--- src/rtl/mil1553_pkg.sv ---
// Shared types, frame constants and encoding helpers for the MIL-STD-1553
// transmit path.
package mil1553_pkg;

    typedef enum logic {
        SYNC_DATA    = 1'b0,
        SYNC_CMD_STS = 1'b1
    } sync_type_e;

    typedef enum logic [1:0] {
        IDLE,
        SYNC,
        DATA,
        PARITY
    } tx_state_e;

    localparam int WORD_BITS       = 16;
    localparam int SYNC_HALF_BITS  = 6;
    localparam int WORD_HALF_BITS  = 40;
    localparam int PARITY_HALF_IDX = SYNC_HALF_BITS + 2 * WORD_BITS;

    // Sync waveforms, bit 5 is the first half bit on the line (1 = line high).
    localparam logic [5:0] SYNC_PATTERN_CMD_STS = 6'b111000;
    localparam logic [5:0] SYNC_PATTERN_DATA    = 6'b000111;

    // Parity bit that makes the total count of ones (word + parity) odd.
    function automatic logic odd_parity(input logic [WORD_BITS-1:0] word);
        return ~^word;
    endfunction

    // Line level (1 = high) for half bit idx of a frame carrying word.
    function automatic logic half_bit_level(input logic [5:0]           idx,
                                            input logic [WORD_BITS-1:0] word,
                                            input sync_type_e           st);
        logic [5:0] pattern;
        logic [5:0] data_idx;
        logic       bit_val;
        logic       level;
        pattern  = (st == SYNC_CMD_STS) ? SYNC_PATTERN_CMD_STS : SYNC_PATTERN_DATA;
        data_idx = idx - 6'(SYNC_HALF_BITS);
        bit_val  = 1'b0;
        level    = 1'b0;
        if (idx < 6'(SYNC_HALF_BITS)) begin
            level = pattern[3'd5 - idx[2:0]];
        end else if (idx < 6'(PARITY_HALF_IDX)) begin
            // Two half bits per data bit, MSB first; first half carries the bit value.
            bit_val = word[4'd15 - data_idx[4:1]];
            level   = data_idx[0] ? ~bit_val : bit_val;
        end else begin
            bit_val = odd_parity(word);
            level   = idx[0] ? ~bit_val : bit_val;
        end
        return level;
    endfunction

endpackage

--- src/rtl/half_bit_timer.sv ---
// Free-running half-bit clock counter; o_tick marks the last clock of each
// half bit. Reused by the bus-timeout and response-gap timers.
module half_bit_timer #(
    parameter int HALF_BIT_CLKS = 25,
    parameter int TIMER_SIZE    = $clog2(HALF_BIT_CLKS)
) (
    input  logic i_clk,
    input  logic i_rst,
    input  logic i_clear,
    output logic o_tick
);

    if (HALF_BIT_CLKS < 2) begin : g_bad_half_bit
        $fatal(1, "HALF_BIT_CLKS must be >= 2");
    end
    if (TIMER_SIZE < 1 || (HALF_BIT_CLKS - 1) >= (2 ** TIMER_SIZE)) begin : g_bad_width
        $fatal(1, "TIMER_SIZE too small for HALF_BIT_CLKS");
    end

    logic [TIMER_SIZE-1:0] cnt;

    assign o_tick = (cnt == TIMER_SIZE'(HALF_BIT_CLKS - 1));

    // Count 0..HALF_BIT_CLKS-1 and wrap; clear holds the count at the start of a half bit.
    always_ff @(posedge i_clk) begin
        // NOTE: non-blocking assignments so every flop samples values from before the edge.
        if (i_rst || i_clear) begin
            cnt <= '0;
        end else if (o_tick) begin
            cnt <= '0;
        end else begin
            cnt <= cnt + 1'b1;
        end
    end

endmodule

--- src/rtl/mil1553_manchester_encoder.sv ---
// Manchester II bi-phase transmit encoder: sync, 16 data bits MSB first and
// odd parity per word, with gapless chaining of back-to-back words.
module mil1553_manchester_encoder
    import mil1553_pkg::*;
#(
    parameter int HALF_BIT_CLKS = 25,
    parameter int TIMER_SIZE    = $clog2(HALF_BIT_CLKS)
) (
    input  logic        i_clk,
    input  logic        i_rst,
    input  logic        i_valid,
    output logic        o_ready,
    input  logic [15:0] i_data,
    input  logic        i_sync_type,
    input  logic        i_tx_inhibit,
    output logic        o_tx_pos,
    output logic        o_tx_neg,
    output logic        o_tx_en,
    output logic        o_busy,
    output logic        o_done
);

    if (HALF_BIT_CLKS < 2) begin : g_bad_half_bit
        $fatal(1, "HALF_BIT_CLKS must be >= 2");
    end
    if (TIMER_SIZE < 1 || (HALF_BIT_CLKS - 1) >= (2 ** TIMER_SIZE)) begin : g_bad_width
        $fatal(1, "TIMER_SIZE too small for HALF_BIT_CLKS");
    end

    tx_state_e            state;
    logic [5:0]           half_idx;
    logic [5:0]           next_idx;
    logic [WORD_BITS-1:0] word_q;
    sync_type_e           sync_q;
    logic                 tick;
    logic                 last_clk;
    logic                 accept;
    logic                 timer_clear;

    // The timer is held at zero while idle so the first half bit of a word is full length.
    assign timer_clear = (state == IDLE) || accept || i_tx_inhibit;

    half_bit_timer #(
        .HALF_BIT_CLKS (HALF_BIT_CLKS),
        .TIMER_SIZE    (TIMER_SIZE)
    ) u_half_bit_timer (
        .i_clk   (i_clk),
        .i_rst   (i_rst),
        .i_clear (timer_clear),
        .o_tick  (tick)
    );

    assign next_idx = half_idx + 6'd1;
    assign last_clk = (state == PARITY) && tick && (half_idx == 6'(WORD_HALF_BITS - 1));
    assign o_ready  = ~i_tx_inhibit && ((state == IDLE) || last_clk);
    assign accept   = i_valid && o_ready;
    assign o_done   = last_clk;

    // Frame sequencer: latches a word on accept and steps the line one half bit per tick.
    always_ff @(posedge i_clk) begin
        if (i_rst || i_tx_inhibit) begin
            state    <= IDLE;
            half_idx <= '0;
            word_q   <= '0;
            sync_q   <= SYNC_DATA;
            o_tx_pos <= 1'b0;
            o_tx_neg <= 1'b0;
            o_tx_en  <= 1'b0;
            o_busy   <= 1'b0;
        end else if (accept) begin
            state    <= SYNC;
            half_idx <= '0;
            word_q   <= i_data;
            sync_q   <= sync_type_e'(i_sync_type);
            o_tx_pos <= half_bit_level(6'd0, i_data, sync_type_e'(i_sync_type));
            o_tx_neg <= ~half_bit_level(6'd0, i_data, sync_type_e'(i_sync_type));
            o_tx_en  <= 1'b1;
            o_busy   <= 1'b1;
        end else if (tick && (state != IDLE)) begin
            if (half_idx == 6'(WORD_HALF_BITS - 1)) begin
                state    <= IDLE;
                half_idx <= '0;
                o_tx_pos <= 1'b0;
                o_tx_neg <= 1'b0;
                o_tx_en  <= 1'b0;
                o_busy   <= 1'b0;
            end else begin
                half_idx <= next_idx;
                o_tx_pos <= half_bit_level(next_idx, word_q, sync_q);
                o_tx_neg <= ~half_bit_level(next_idx, word_q, sync_q);
                case (state)
                    SYNC:    if (next_idx == 6'(SYNC_HALF_BITS)) state <= DATA;
                    DATA:    if (next_idx == 6'(PARITY_HALF_IDX)) state <= PARITY;
                    default: state <= state;
                endcase
            end
        end
    end

endmodule

--- config.mk ---
export PLATFORM = sky130hd
export DESIGN_NAME = mil1553_manchester_encoder
export DESIGN_NICKNAME = d
export VERILOG_FILES = /design/src/rtl/mil1553_pkg.sv /design/src/rtl/half_bit_timer.sv /design/src/rtl/mil1553_manchester_encoder.sv
export SDC_FILE = /design/constraint.sdc
export NUM_CORES = 1
export LEC_CHECK = 0
export CORE_AREA = 2 2 67 69
export DETAILED_ROUTE_END_ITERATION = 8
export DIE_AREA = 0 0 69 71
export PLACE_DENSITY_LB_ADDON = 0.08
export SYNTH_ARGS = -nofsm -noshare
export SYNTH_HDL_FRONTEND = slang
export SYNTH_SLANG_ARGS = --single-unit
--- constraint.sdc ---
create_clock -name i_clk -period 2.5 [get_ports i_clk]
set_input_delay 0.375 -clock i_clk [delete_from_list [all_inputs] [get_ports i_clk]]
set_output_delay 0.375 -clock i_clk [all_outputs]
set_load 0.02 [all_outputs]
# Word-level counts from Yosys, hierarchy flattened
# Index checks and enable logic that the tools add are counted.
# totals
ff_bits	33
output_inout_bits	6
word_cells	88
# op_classes
n_addsub	5
n_lt_le_gt_ge	4
eq_ne	11
mux	32
bitwise_logic	5
reduce_logical	22
# ops
operator	count
two-way mux 1 bit	23
two-way mux 6 bit	3
XNOR reduction 16 bit	1
== test 6 bit (second input constant)	2
!= test 4 bit (second input constant)	2
AND reduction 4 bit	2
adder 6 x 1 -> 6 bit (second input constant)	1
== test 6 x 3 -> 1 bit (second input constant)	1
less-than comparator 6 x 3 -> 1 bit (second input constant)	1
less-than comparator 6 bit (second input constant)	1
two-way mux 2 bit	3
!= test 3 bit (second input constant)	2
nonzero test 2 bit	3
adder 5 x 1 -> 5 bit (second input constant)	1
== test 5 bit (second input constant)	1
logical AND 1 bit	5
logical OR 1 bit	5
less-than comparator 4 x 5 -> 1 bit (second input constant)	1
inverter 1 bit	5
subtractor 5 x 3 -> 5 bit (second input constant)	1
binary-select mux 1 bit (select 4 bit)	1
== test 2 bit (second input constant)	2
less-than comparator 3 x 4 -> 1 bit (second input constant)	1
case mux 2 bit (2 select lines)	1
other kinds (9)	10

# Depth between registers and ports, before layout
# Gate-level depths: netlist of the first run.
# depth
depth_word	17
ltp_mapped	10
depth_no_buf	10

# Cells and area by module
# A second synthesis of the first run with hierarchy kept.
# hier_totals
cells_unflattened	233
hier_area_um2	1956.9
# by_module_without_submodules
mod	n_inst	cells_each	area_each_um2
mil1553_manchester_encoder	1	211	1744.2
half_bit_timer	1	22	212.7

# Worst setup path before layout of the first run
# OpenSTA, ideal clock, no wires.
# synth_path
kind	register -> register
from	reg half_idx[1]
to	reg o_tx_pos
setup_time_ps	116
arrival_time_ps	2550
setup_slack_ps	-166
path_stages_with_launch	11
synth_period_minus_slack_ps	2666
cell_sequence	dfxtp_1 > ha_1 > xor2_2 > ha_1 > clkbuf_2 > mux4_2 > mux2_2 > nand3_1 > o311ai_1 > o211a_1 > a31o_1
# synth_between
elab_chain_len	12
word_cells_on_any_way	23
# synth_lines
item	line_no	source
start, declared	mil1553_manchester_encoder.sv:31	logic [5:0] half_idx;
start signal, assigned	mil1553_manchester_encoder.sv:88	half_idx <= next_idx;
adder 6 x 1 -> 6 bit	mil1553_manchester_encoder.sv:53	assign next_idx = half_idx + 6'd1;
subtractor 5 x 3 -> 5 bit	mil1553_pkg.sv:40	data_idx = idx - 6'(SYNC_HALF_BITS);
subtractor 4 bit	mil1553_pkg.sv:47	bit_val = word[4'd15 - data_idx[4:1]];
binary-select mux 1 bit (select 4 bit)	mil1553_pkg.sv:47	
two-way mux 1 bit (not written as such)	mil1553_pkg.sv:47	
inverter 1 bit	mil1553_pkg.sv:48	level = data_idx[0] ? ~bit_val : bit_val;
two-way mux 1 bit	mil1553_pkg.sv:48	
two-way mux 1 bit	mil1553_pkg.sv:45	end else if (idx < 6'(PARITY_HALF_IDX)) begin
two-way mux 1 bit	mil1553_pkg.sv:43	if (idx < 6'(SYNC_HALF_BITS)) begin
two-way mux 1 bit	mil1553_manchester_encoder.sv:80	if (half_idx == 6'(WORD_HALF_BITS - 1)) begin
two-way mux 1 bit	mil1553_manchester_encoder.sv:79	end else if (tick && (state != IDLE)) begin
two-way mux 1 bit	mil1553_manchester_encoder.sv:70	end else if (accept) begin
end signal, assigned	mil1553_manchester_encoder.sv:75	o_tx_pos <= half_bit_level(6'd0, i_data, sync_type_e'(i_sync_type));
end signal, assigned	mil1553_manchester_encoder.sv:89	o_tx_pos <= half_bit_level(next_idx, word_q, sync_q);
end, declared	mil1553_manchester_encoder.sv:16	output logic o_tx_pos,
# Parallel ways exist; a longest one is shown, timed or not. The select of a mux whose other input is x is not followed.
# A chain may end at the register's enable or synchronous reset.

# Worst setup path in the final report of the first run
# Same ends and word-level chain as after synthesis.

==> results of run 1 <==
==> routing by layer <==
layer | global-route usage | vias up | wire (µm)
met2 | 0.284 | 35 | 1750
li1 | - | 850 | -
met4 | 0.0828 | 0 | 66
met1 | 0.246 | 765 | 2070
met3 | 0.0442 | 5 | 164
met5 | 0 | - | 0
==> layout make-up <==
| cell class | instances | area (µm²) |
|---|---|---|
| Fill cell | 403 | 1810 |
| Clock buffer | 8 | 90.1 |
| Multi-Input combinational cell | 179 | 1220 |
| Sequential cell | 33 | 666 |
| Timing Repair Buffer | 35 | 325 |
| Inverter | 6 | 22.5 |
| Tap cell | 52 | 65.1 |
==> timing repair <==
item / 4_1_cts / 5_1_grt
gates cloned: 0 / 0
pin swaps: 0 / 1
resized for setup: 2 / 2
endpoints found under the setup margin: 2 / 1
==> through the flow <==
| stage | setup TNS [ps] | power (W) | area [µm²] | hold WS (ps) |
|---|---|---|---|---|
| 3_3_place_gp | 0 | 0.000669 | 2290 | 442 |
| 3_5_place_dp | 0 | 0.000670 | 2290 | 447 |
| 5_1_grt | -11.4 | 0.00112 | 2390 | 488 |
| 4_1_cts | 0 | 0.00108 | 2380 | 463 |
| 2_1_floorplan | -22.7 | 0.000617 | 1980 | 430 |
| 6_report | 0 | 0.00107 | 2390 | 460 |
==> sequential cells by signal (all words and copies together) (netlist names) <==
register / flops
state: 2
o_tx_pos: 1
half_idx: 6
sync_q: 1
o_tx_neg: 1
o_busy: 1
u_half_bit_timer.cnt: 5
word_q: 16
==> cell usage in the layout, fill, tap and decap left out, types with 3 or more instances in the layout <==
cell type         n
ha_1              6
clkbuf_8          6
inv_1             6
clkdlybuf4s50_1  24
a211oi_1          3
nand3_1           8
nand2_1          48
buf_4             9
dfxtp_1          31
a21oi_1          23
mux4_2            4
xor2_1            6
nor2_1           18
xnor2_1          18
==> worst min path at each step <==
stage                                       start                                  to  cells after the start
6_report       u_half_bit_timer.cnt[0]$_SDFF_PP0_  u_half_bit_timer.cnt[0]$_SDFF_PP0_                      1
5_1_grt        u_half_bit_timer.cnt[0]$_SDFF_PP0_  u_half_bit_timer.cnt[0]$_SDFF_PP0_                      1
4_1_cts        u_half_bit_timer.cnt[0]$_SDFF_PP0_  u_half_bit_timer.cnt[0]$_SDFF_PP0_                      1
3_5_place_dp   u_half_bit_timer.cnt[0]$_SDFF_PP0_  u_half_bit_timer.cnt[0]$_SDFF_PP0_                      1
3_3_place_gp   u_half_bit_timer.cnt[0]$_SDFF_PP0_  u_half_bit_timer.cnt[0]$_SDFF_PP0_                      1
2_1_floorplan  u_half_bit_timer.cnt[0]$_SDFF_PP0_  u_half_bit_timer.cnt[0]$_SDFF_PP0_                      1
==> power by group through the flow <==
stage | Sequential [W] | Combinational, W | Clock, W
CTS | 0.000540 | 0.000118 | 0.000427
floorplan | 0.000551 | 0.0000659 | 0
finish | 0.000540 | 0.000116 | 0.000417
global route | 0.000541 | 0.000130 | 0.000447
global placement | 0.000552 | 0.000117 | 0
detailed placement | 0.000552 | 0.000118 | 0
==> kinds of logic after synthesis <==
group,Yosys count,share of synthesized area
AND/OR/NAND/NOR,93,0.222
AO/OA/AOI/OAI,46,0.156
flip-flops,33,0.339
XOR/XNOR,26,0.125
buffers and inverters,19,0.0488
adder cells (fa/ha/maj),8,0.0514
multiplexers,6,0.0578
==> impl_metrics.sql, run 1 <==
INSERT INTO impl_metrics (metric_group, metric, value, unit) VALUES
('run_status', 'run_status', 'finished clean', ''),
('grt', 'antenna_found_initial', '0', ''),
('routing', 'drc_errors', '0', ''),
('routing', 'drt_first_pass_iters', '4', ''),
('critical_path', 'rr_startpoint', 'half_idx[1]$_SDFFE_PP0P_', ''),
('cts', 'tritoncts', 'done', ''),
('critical_path', 'cp_cell_sequence', 'ha_4 > xor2_2 > ha_4 > mux4_2 > mux2_4 > nand3_2 > o311ai_1 > o211a_1 > a31o_1', ''),
('routing', 'drt-initial-drc-count', '55', ''),
('sta', 'final_hold_viol_count', '0', ''),
('power', 'clkPwrFrac', '0.388', ''),
('routing', 'antenna_violating_nets_post_route', '0', ''),
('sta', 'skew', '3.84', 'ps'),
('sta', 'worstMarginPinSlew', '397', 'ps'),
('yosys', 'yosysWarnings', '0', ''),
('critical_path', 'data_required_time_at_the_worst_endpoint', '2680', 'ps'),
('floorplanning', 'die_height', '71', 'µm'),
('layout', 'syn_to_final_growth', '22.9', '%'),
('power', 'power.internal', '0.000821', 'W'),
('sta', 'final_period_minus_worst_setup_slack', '2420', 'ps'),
('sta', 'layout_worst_path_cycle_share', '0.970', ''),
('power', 'power.ir.vdd_worst', '0.299', 'mV'),
('cts', 'tritoncts.num_buffers', '5', ''),
('cts', 'ctsHoldBuffers', '0', ''),
('critical_path', 'timing.reg2reg.worst_path_depth', '9', ''),
('sta', 'maxClockFrequency', '0.413', 'GHz'),
('yosys', 'syn-instance-count', '231', ''),
('floorplanning', 'row_count', '24', ''),
('critical_path', 'critical-path-slowest-cell', 'mux4_2', ''),
('place', 'setup_slack_placement', '23.9', 'ps'),
('critical_path', 'crit_arrival', '2610', 'ps'),
('layout', 'drive_above_1_share', '0.146', ''),
('power', 'power_per_cell_area', '449', 'nW/µm²'),
('sta', 'timing.final.max_slew_violations', '0', ''),
('layout', 'finish.utilization', '0.569', ''),
('yosys', 'synth.top_cell.area_share', '0.339', ''),
('critical_path', 'crit_path_end', 'o_tx_pos$_SDFFE_PP0P_', ''),
('critical_path', 'crit_buf_inv', '0', ''),
('yosys', 'synth-async-reset-ratio', '0', ''),
('yosys', 'synth.net_count', '260', ''),
('cts', 'cts-htree-levels', '2', ''),
('yosys', 'synth_area_leader_cell', 'dfxtp_1', ''),
('critical_path', 'worst_r2r_end', 'o_tx_pos$_SDFFE_PP0P_', ''),
('power', 'combinational_fraction_of_design_power', '0.108', ''),
('grt', 'maximum_number_of_pins_on_one_net_before_global_route_repair', '22', ''),
('cts', 'cts_root_buf', 'clkbuf_8', ''),
('floorplanning', 'fp.dieArea', '4900', 'µm²'),
('run', 'timing.max_cap.violations', '0', ''),
('yosys', 'netlist_top_cells_count', 'nand2_1, dfxtp_1, a21oi_1', ''),
('routing', 'detail_route.vias_per_cell', '5.29', ''),
('grt', 'grt_first_pass_wirelength', '7.27', 'mm'),
('floorplanning', 'design.core.area', '4200', 'µm²'),
('power', 'reported_leakage_power', '0.835', 'nW'),
('sta', 'final.setup.worst_slack', '75.9', 'ps'),
('min_path', 'hold_path.class', 'reg2reg', ''),
('routing', 'route.final.wire_length', '4.06', 'mm'),
('grt', 'global_route.usage.total', '0.184', ''),
('sta', 'finalSetupViolations', '0', ''),
('place', 'hpwl', '3.04', 'mm'),
('power', 'switching_share', '0.236', ''),
('routing', 'routed-via-count', '1655', ''),
('sta', 'slew_headroom', '0.736', ''),
('critical_path', 'setup.worst_path.start_class', 'flip-flop', ''),
('yosys', 'seq_area_frac_synth', '0.339', ''),
('yosys', 'synth_seq_cells', '33', ''),
('critical_path', 'path_common_cell', 'ha_4', ''),
('floorplanning', 'floorplan.initialDensity', '0.463', ''),
('critical_path', 'critical-path-top-delay-family', 'multiplexers', ''),
('floorplanning', 'fp.dieW', '69', 'µm'),
('critical_path', 'critical_path.startpoint', 'half_idx[1]$_SDFFE_PP0P_', ''),
('place', 'port_buffers', '26', ''),
('cts', 'cts.path.max_buffers', '2', '');
Note: power is estimated with default switching activity, not from simulation.
==> run 2, diff against run 1 <==
--- a/config.mk
+++ b/config.mk
@@ -7,2 +7,3 @@
 export LEC_CHECK = 0
+export CAP_MARGIN = 30
 export CORE_AREA = 2 2 67 69
@@ -11,2 +12,3 @@
 export PLACE_DENSITY_LB_ADDON = 0.08
+export SLEW_MARGIN = 20
 export SYNTH_ARGS = -nofsm -noshare
==> constraint.sdc (replaced) <==
create_clock -name i_clk -period 2.5 [get_ports i_clk]
set_input_delay 0.25 -clock i_clk [delete_from_list [all_inputs] [get_ports i_clk]]
set_output_delay 0.25 -clock i_clk [all_outputs]
set_load 0.02 [all_outputs]
==> impl_metrics.sql, run 2 (synthesis results as in run 1) <==
INSERT INTO impl_metrics (metric_group, metric, value, unit) VALUES
('cts', 'clkTransAtPathRegs', '70', 'ps'),
('floorplanning', 'design.core.area', '4200', 'µm²'),
('grt', 'global_route.usage.total', '0.184', ''),
('routing', 'route.final.wire_length', '4.11', 'mm'),
('critical_path', 'timing.reg2reg.worst_path_depth', '9', ''),
('sta', 'final_period_minus_worst_setup_slack', '2430', 'ps'),
('sta', 'slew_headroom', '0.736', ''),
('cts', 'insertion_delay', '290', 'ps'),
('power', 'reported_leakage_power', '0.841', 'nW'),
('floorplanning', 'fp.dieW', '69', 'µm'),
('critical_path', 'cp_slowest_stage_delay', '480', 'ps'),
('layout', 'registers.top_by_ff_count', 'word_q', ''),
('cts', 'setup_repair_bufs_after_cts', '0', ''),
('grt', 'antenna_found_initial', '0', ''),
('cts', 'cts_root_buf', 'clkbuf_8', ''),
('floorplanning', 'ios', '27', ''),
('layout', 'syn_to_final_growth', '24.4', '%'),
('grt', 'grt_overflow', '0', ''),
('critical_path', 'rr_startpoint', 'half_idx[1]$_SDFFE_PP0P_', ''),
('power', 'power_per_cell_area', '486', 'nW/µm²'),
('critical_path', 'crit_arrival', '2610', 'ps'),
('critical_path', 'cp_cell_sequence', 'ha_4 > xor2_2 > ha_4 > mux4_2 > mux2_4 > nand3_2 > o311ai_1 > o211a_1 > a31o_1', ''),
('routing', 'routed-via-count', '1663', ''),
('place', 'port_buffers', '26', ''),
('layout', 'biggest_registers_after_layout', 'word_q (16), half_idx (6), u_half_bit_timer.cnt (5)', ''),
('floorplanning', 'row_count', '24', ''),
('routing', 'drt_first_pass_iters', '4', ''),
('routing', 'detail_route.vias_per_cell', '5.31', ''),
('layout', 'finalNetCount', '289', ''),
('sta', 'maxClockFrequency', '0.411', 'GHz'),
('layout', 'drive_above_1_share', '0.149', ''),
('cts', 'cts-htree-levels', '2', ''),
('critical_path', 'critical_path_class', 'reg2reg', ''),
('sta', 'layout_worst_path_cycle_share', '0.972', ''),
('layout', 'leading_cell_type_in_the_layout_fill_and_taps_excluded', 'nand2_1', ''),
('critical_path', 'critical_path.startpoint', 'half_idx[1]$_SDFFE_PP0P_', ''),
('critical_path', 'setup.worst_path.start_class', 'flip-flop', ''),
('floorplanning', 'die_height', '71', 'µm'),
('sta', 'timing.final.max_slew_violations', '0', ''),
('critical_path', 'crit_path_end', 'o_tx_pos$_SDFFE_PP0P_', ''),
('routing', 'drc_errors', '0', ''),
('sta', 'skew', '8.49', 'ps'),
('critical_path', 'data_required_time_at_the_worst_endpoint', '2680', 'ps'),
('place', 'gp_routability_congestion', '0.790', ''),
('power', 'power.ir.vdd_worst', '0.246', 'mV'),
('critical_path', 'path_max_fanout', '2', ''),
('sta', 'grt_setup_unrepaired', 'yes', ''),
('critical_path', 'reg2reg_setup_slack', '70', 'ps'),
('layout', 'mostFrequentLayoutCells', 'nand2_1, dfxtp_1, clkdlybuf4s50_1', ''),
('grt', 'grt_pass1_vias', '1611', ''),
('floorplanning', 'floorplan.initialDensity', '0.463', ''),
('routing', 'route.detailed.wl_per_inst', '13.1', 'µm'),
('layout', 'max_reg_flops', '16', ''),
('sta', 'finalSetupViolations', '0', ''),
('min_path', 'hold_path.class', 'reg2reg', ''),
('sta', 'final.setup.worst_slack', '69.0', 'ps'),
('run', 'timing.max_cap.violations', '0', ''),
('sta', 'worstMarginPinSlew', '395', 'ps'),
('routing', 'drt-initial-drc-count', '83', ''),
('grt', 'maximum_number_of_pins_on_one_net_before_global_route_repair', '22', ''),
('place', 'hpwl', '3.03', 'mm'),
('critical_path', 'critical_path.endpoint_type', 'flip-flop', ''),
('critical_path', 'path_common_cell', 'ha_4', ''),
('critical_path', 'critical-path-slowest-cell', 'mux4_2', ''),
('cts', 'ctsHoldBuffers', '0', ''),
('cts', 'clkSinkCount', '33', ''),
('layout', 'antenna-diode-count', '0', ''),
('cts', 'tritoncts.num_buffers', '5', ''),
('floorplanning', 'fp.dieArea', '4900', 'µm²'),
('critical_path', 'worst_r2r_end', 'o_tx_pos$_SDFFE_PP0P_', ''),
('routing', 'antenna_violating_nets_post_route', '0', ''),
('grt', 'grt_first_pass_wirelength', '7.27', 'mm'),
('cts', 'cts.path.max_buffers', '2', ''),
('sta', 'final_hold_viol_count', '0', ''),
('layout', 'finish.utilization', '0.576', ''),
('place', 'setup_slack_placement', '7.43', 'ps'),
('min_path', 'worst_hold_startpoint', 'u_half_bit_timer.cnt[0]$_SDFF_PP0_', ''),
('cts', 'tritoncts', 'done', ''),
('run_status', 'run_status', 'finished clean', '');
## run 2: repair_timing
action	4_1_cts	5_1_grt
pin swaps	2	1
gates resized for setup	1	1
setup endpoints to repair	1	1
## run 2: worst max-delay path, delay by kind of cell, from the launching register on
| kind | cells | cell delay (ps) |
|---|---|---|
| adder cells (fa/ha/maj) | 2 | 450 |
| AND/OR/NAND/NOR | 1 | 70 |
| multiplexers | 2 | 770 |
| AO/OA/AOI/OAI | 3 | 500 |
| flip-flops | 1 | 350 |
| XOR/XNOR | 1 | 190 |
## run 2: metal layers
layer / routed length, µm / track usage / share of wire / vias up
met3: 158 / 0.0470 / 0.038 / 5
li1: - / - / - / 849
met4: 65 / 0.0654 / 0.016 / 0
met1: 2140 / 0.253 / 0.52 / 783
met5: 0 / 0 / 0 / -
met2: 1740 / 0.282 / 0.42 / 26
## run 2: layout make-up
class	instances	area [µm²]
Fill cell	411	1780
Sequential cell	33	666
Timing Repair Buffer	35	328
Tap cell	52	65.1
Inverter	6	22.5
Multi-Input combinational cell	179	1220
Clock inverter	1	30.0
Clock buffer	7	86.3
## run 2: how the worst min path moves through the flow
| stage | end | slack (ps) | cells past startpoint |
|---|---|---|---|
| 4_1_cts | u_half_bit_timer.cnt[0]$_SDFF_PP0_ | 480 | 1 |
| 6_report | u_half_bit_timer.cnt[0]$_SDFF_PP0_ | 470 | 1 |
| 3_3_place_gp | u_half_bit_timer.cnt[0]$_SDFF_PP0_ | 440 | 1 |
| 3_5_place_dp | u_half_bit_timer.cnt[0]$_SDFF_PP0_ | 460 | 1 |
| 2_1_floorplan | word_q[0]$_SDFFE_PP0P_ | 390 | 2 |
| 5_1_grt | word_q[13]$_SDFFE_PP0P_ | 510 | 3 |
## run 2: metrics by stage
stage                     hold slack [ps]  setup TNS, ps  std cells  area, µm²  power [W]
after CTS                             475              0        313       2410    0.00119
final                                 470              0        313       2420    0.00118
after detailed placement              460              0        305       2290   0.000670
after global placement                443              0        305       2290   0.000670
after global routing                  509          -46.3        313       2420    0.00123
after floorplan                       386          -22.7        231       1980   0.000617
## run 2: report_power, final
| group | switching, W | internal, W | leakage [nW] |
|---|---|---|---|
| Sequential | 0.00000736 | 0.000533 | 0.268 |
| Clock | 0.000196 | 0.000325 | 0.0585 |
| Combinational | 0.0000530 | 0.0000643 | 0.515 |
| Total | 0.000256 | 0.000922 | 0.841 |
